===== src/rtl/button_conditioner_pkg.sv =====
// Shared types and width helpers for the button conditioner.
package button_conditioner_pkg;

    // Kind of output pulse a channel wants to emit in the current cycle.
    typedef enum logic [1:0] {
        EV_NONE    = 2'd0,
        EV_PRESS   = 2'd1,
        EV_RELEASE = 2'd2
    } pulse_ev_e;

    // Bits needed to hold 0..maxCount-1, never narrower than one bit.
    function automatic int cnt_width(input int maxCount);
        int w;
        w = $clog2(maxCount);
        return (w < 1) ? 1 : w;
    endfunction

endpackage


===== src/rtl/button_conditioner_sample_tick_gen.sv =====
// Shared sample-tick generator: one-cycle tick every SAMPLE_COUNT_MAX clocks.
module sample_tick_gen
    import button_conditioner_pkg::*;
#(
    parameter int SAMPLE_COUNT_MAX = 25000
) (
    input  logic clk,
    input  logic rst_n,
    output logic tick
);

    localparam int            CW   = cnt_width(SAMPLE_COUNT_MAX);
    localparam logic [CW-1:0] LAST = CW'(SAMPLE_COUNT_MAX - 1);

    logic [CW-1:0] count_q;
    logic [CW-1:0] count_d;

    // Wrap the counter back to zero after the last count of the period.
    always_comb begin
        count_d = count_q + CW'(1);
        if (count_q == LAST) begin
            count_d = '0;
        end
    end

    // Counter register; restarts from zero on reset.
    always_ff @(posedge clk) begin
        if (!rst_n) begin
            count_q <= '0;
        end else begin
            count_q <= count_d;
        end
    end

    assign tick = (count_q == LAST);

endmodule


===== src/rtl/button_conditioner.sv =====
// Multi-channel button conditioner: debounced level, press/release pulses
// and optional hold-to-repeat press pulses, all paced by one shared tick.
module button_conditioner
    import button_conditioner_pkg::*;
#(
    parameter int WIDTH            = 4,
    parameter int SAMPLE_COUNT_MAX = 25000,
    parameter int PULSE_COUNT_MAX  = 150,
    parameter int REPEAT_EN        = 1,
    parameter int REPEAT_DELAY     = 500,
    parameter int REPEAT_PERIOD    = 100
) (
    input  logic             clk,
    input  logic             rst_n,
    input  logic [WIDTH-1:0] sync_in_i,
    output logic [WIDTH-1:0] level_o,
    output logic [WIDTH-1:0] press_o,
    output logic [WIDTH-1:0] release_o
);

    localparam int            DW     = cnt_width(PULSE_COUNT_MAX);
    localparam logic [DW-1:0] D_LAST = DW'(PULSE_COUNT_MAX - 1);

    logic tick;

    sample_tick_gen #(
        .SAMPLE_COUNT_MAX(SAMPLE_COUNT_MAX)
    ) u_tick (
        .clk  (clk),
        .rst_n(rst_n),
        .tick (tick)
    );

    for (genvar i = 0; i < WIDTH; i++) begin : g_ch
        logic [DW-1:0] disagree_q;
        logic [DW-1:0] disagree_d;
        logic          level_q;
        logic          level_d;
        logic          press_q;
        logic          press_d;
        logic          release_q;
        logic          release_d;
        logic          repeatHit;
        pulse_ev_e     pulseEv;

        // Count consecutive disagreeing samples, flip the level on the last
        // one and pick the pulse to emit; a release beats a repeat press.
        always_comb begin
            disagree_d = disagree_q;
            level_d    = level_q;
            pulseEv    = EV_NONE;
            if (tick) begin
                if (sync_in_i[i] == level_q) begin
                    disagree_d = '0;
                end else if (disagree_q == D_LAST) begin
                    level_d    = ~level_q;
                    disagree_d = '0;
                    pulseEv    = level_q ? EV_RELEASE : EV_PRESS;
                end else begin
                    disagree_d = disagree_q + DW'(1);
                end
            end
            if ((pulseEv == EV_NONE) && repeatHit) begin
                pulseEv = EV_PRESS;
            end
            press_d   = (pulseEv == EV_PRESS);
            release_d = (pulseEv == EV_RELEASE);
        end

        // Channel state and registered pulses; reset discards partial counts.
        always_ff @(posedge clk) begin
            if (!rst_n) begin
                disagree_q <= '0;
                level_q    <= 1'b0;
                press_q    <= 1'b0;
                release_q  <= 1'b0;
            end else begin
                disagree_q <= disagree_d;
                level_q    <= level_d;
                press_q    <= press_d;
                release_q  <= release_d;
            end
        end

        if (REPEAT_EN != 0) begin : g_rep
            localparam int            HW     = cnt_width(REPEAT_DELAY);
            localparam logic [HW-1:0] H_LAST = HW'(REPEAT_DELAY - 1);
            localparam logic [HW-1:0] H_RELD = HW'(REPEAT_DELAY - REPEAT_PERIOD);

            logic [HW-1:0] hold_q;
            logic [HW-1:0] hold_d;
            logic          hit;

            // Hold counter: idle at zero while low (so it is zero at the rise),
            // then counts ticks and reloads so later repeats come every period.
            always_comb begin
                hold_d = hold_q;
                hit    = 1'b0;
                if (!level_q) begin
                    hold_d = '0;
                end else if (tick) begin
                    if (hold_q == H_LAST) begin
                        hit    = 1'b1;
                        hold_d = H_RELD;
                    end else begin
                        hold_d = hold_q + HW'(1);
                    end
                end
            end

            // Hold counter register.
            always_ff @(posedge clk) begin
                if (!rst_n) begin
                    hold_q <= '0;
                end else begin
                    hold_q <= hold_d;
                end
            end

            assign repeatHit = hit;
        end else begin : g_norep
            assign repeatHit = 1'b0;
        end

        assign level_o[i]   = level_q;
        assign press_o[i]   = press_q;
        assign release_o[i] = release_q;
    end

endmodule


===== config.mk =====
export PLATFORM = sky130hd
export DESIGN_NAME = button_conditioner
export DESIGN_NICKNAME = d
export VERILOG_FILES = /design/src/rtl/button_conditioner_pkg.sv /design/src/rtl/button_conditioner_sample_tick_gen.sv /design/src/rtl/button_conditioner.sv
export SDC_FILE = /design/constraint.sdc
export NUM_CORES = 1
export LEC_CHECK = 0
export ABC_AREA = 1
export CAP_MARGIN = 20
export CORE_MARGIN = 4
export CORE_UTILIZATION = 50
export CTS_CLUSTER_SIZE = 12
export DETAILED_ROUTE_END_ITERATION = 10
export PLACE_DENSITY = 0.67
export REMOVE_ABC_BUFFERS = 1
export SETUP_SLACK_MARGIN = 0.02
export SLEW_MARGIN = 40
export SYNTH_ARGS = -nofsm -noshare
export SYNTH_HDL_FRONTEND = slang
export SYNTH_SLANG_ARGS = --single-unit

===== constraint.sdc =====
create_clock -name clk -period 1.79 [get_ports clk]
set_input_delay 0.4475 -clock clk [delete_from_list [all_inputs] [get_ports clk]]
set_output_delay 0.4475 -clock clk [all_outputs]
set_load 0.01 [all_outputs]

==> results.cfg <==
[finish]
fin_cells = 910
post-route-cell-area_um2 = 5770
layout-drive-gt1-share = 0.0875
fin_nets = 791
utilization = 0.588
area_delta_synth_final_pct = 13.9
antenna_cells = 0

[clocking]
path_clk_slew_ns = 0.10
clkLatencyLatePin_ns = 0.37
cts_tree = yes
ctsRootBufferMaster = clkbuf_8
clock_path_buffers = 2
htreeDepth = 3
cts_buffers = 9
hold_buffers = 0
clock-sinks = 95

[min_path]
worstHoldPathType = register to register

[timing]
tns_ns = 0
max_slew_margin = 0.626
clock.fmax_mhz = 587
maxSlewViolCount = 0
rsz0062_at_grt = true
setup_viol = 0
post-route-min-period_ns = 1.70
fin_worst_skew_ns = 0.0113
tightest_slew_ns = 0.560
fin_crit_sh = 0.951
finalHoldViolCount = 0

[critical_path]
crit_family = buffers and inverters
worstPathRequired_ns = 1.34
cp_num_buf_inv = 1
crit_type = register to output pin
crit_fanout = 2
critical-path-slowest-cell = clkdlybuf4s50_1
critical-path-max-stage-delay_ns = 0.54
end_kind = output pin
crit_arrival_ns = 1.25
start_kind = register
cp_cell_sequence = clkdlybuf4s50_1

[yosys]
yosysTopAreaCell = dfxtp_1
syn_area_um2 = 5060
ys_seq_area_frac = 0.376
yosys_warnings = 0
synth_top_area_frac = 0.376
ys.flop_type = dfxtp_1
syn_inst = 742
synth_most_common_cell = nand2_1
syn_avg_cell_area_um2 = 6.82
synth_cell_types = 30
synthTopCellsByCount = nand2_1 (172), inv_1 (114), dfxtp_1 (95)
synth_seq_cells = 95
synth_edf_count = 0
async_reset_ff_frac = 0
synthTopCellsByArea = dfxtp_1 (38%), nand2_1 (13%), inv_1 (8.5%), nor2_1 (6.0%), nand3_1 (5.7%)

[routing]
via_per_inst = 4.98
dr.pass1.iters = 5
drc = 0
drt_iter0_drc = 300
detail_route.wirelength_um = 10600
dr_total_vias = 4530
ant_nets = 0
post_drt_wl_per_cell_um = 11.6

[floorplan]
die_width_um = 109
initial_core_util = 0.516
core_um2 = 9820
die_area_um2 = 11800
die_h_um = 109
io_pins = 18
row_count = 36

[global_route]
grt_antenna_before_repair = 0
grt_overflow_total = 0
track_usage = 0.191
grt_pass1_wl_um = 18400
grt_pass1_vias = 4276
grt_max_degree = 33

[placement]
dp_hpwl_um = 7700
gp_congestion = 0.859
io_buffer_count = 17
placed_cells = 890
dpl_cell_area_um2 = 5420

[power_and_ir_drop]
p_per_area_nw_per_um2 = 707
ir_drop_mv = 0.443
p_leak_nw = 2.47

[job]
cap_violations = 0

[run_status]
status = finished, final reports clean
-- metal layers --
layer  global-route usage  share of wire  vias up
li1                     -              -     2390
met1                0.241           0.48     2051
met3               0.0367          0.032       14
met5                    0              0        -
met2                0.328           0.47       75
met4               0.0658          0.015        0
-- registers in the layout (all words and copies together), names as in the netlist --
signal	cells
g_ch.disagree_q	32
g_ch.g_rep.hold_q	36
g_ch.level_q	4
g_ch.press_q	4
g_ch.release_q	4
u_tick.count_q	15
-- stage by stage --
| step | hold slack, ns | power [mW] | setup WS, ns |
|---|---|---|---|
| floorplan | 0.418 | 2.21 | -0.365 |
| global placement | 0.452 | 2.25 | -0.0359 |
| detailed placement | 0.464 | 2.26 | -0.0451 |
| CTS | 0.478 | 4.10 | 0.00796 |
| global route | 0.516 | 4.21 | -0.0219 |
| finish | 0.474 | 4.08 | 0.0878 |
-- power breakdown --
group / total (mW) / switching, mW / leakage, nW / internal, mW
clock: 1.87 / 0.792 / 0.134 / 1.07
sequential: 2.12 / 0.00567 / 0.768 / 2.12
combinational: 0.0911 / 0.0542 / 1.57 / 0.0369
total: 4.08 / 0.852 / 2.47 / 3.23
-- layout make-up --
type                            instances  area, µm²
Clock buffer                            9        124
Clock inverter                          7        143
Fill cell                             939       4050
Inverter                              116        435
Multi-Input combinational cell        505       2580
Sequential cell                        95       1910
Tap cell                              133        166
Timing Repair Buffer                   45        412
-- cell families (layout without fill, tap and decap cells) --
group | after synthesis | after routing | share of synthesized area
buffers and inverters | 142 | 177 | 0.121
DFF | 95 | 95 | 0.376
adders and majority gates | 13 | 13 | 0.0321
AOI/OAI and AO/OA | 83 | 83 | 0.0835
xor gates and xnor gates | 35 | 35 | 0.0605
and+or+nand+nor | 374 | 374 | 0.327
-- final timing paths --
check / start / to / slack, ns / cells after the start
max: g_ch[1].level_q / level_o[1] / 0.09 / 1
min: g_ch[0].g_rep.hold_q[7] / g_ch[0].g_rep.hold_q[7] / 0.47 / 2
max reg2reg: u_tick.count_q[1] / g_ch[0].disagree_q[5] / 0.13 / 11
min reg2reg: g_ch[0].g_rep.hold_q[7] / g_ch[0].g_rep.hold_q[7] / 0.47 / 2
-- placed cells by master (no fill, tap or decap), drive strengths merged, types with 2 or more instances in the layout --
cell / count
nand4: 23
clkinv: 2
nand3b: 3
ha: 13
inv: 117
a21oi: 38
clkdlybuf4s50: 14
bufinv: 4
o21ai: 41
xnor2: 5
dlymetal6s2s: 2
nand2: 172
dfxtp: 95
nor3: 18
nand3: 62
buf: 28
nor2: 86
xor2: 30
clkbuf: 9
or2: 5
a31oi: 2
nor3b: 3
-- timing repair --
item | 4_1_cts | 5_1_grt
setup endpoints to repair | 27 | 50
pin swaps | 1 | 6
setup buffers | 1 | 3
resized for setup | 11 | 10
cloned | 0 | 0
Note: power is estimated with default switching activity, not from simulation.
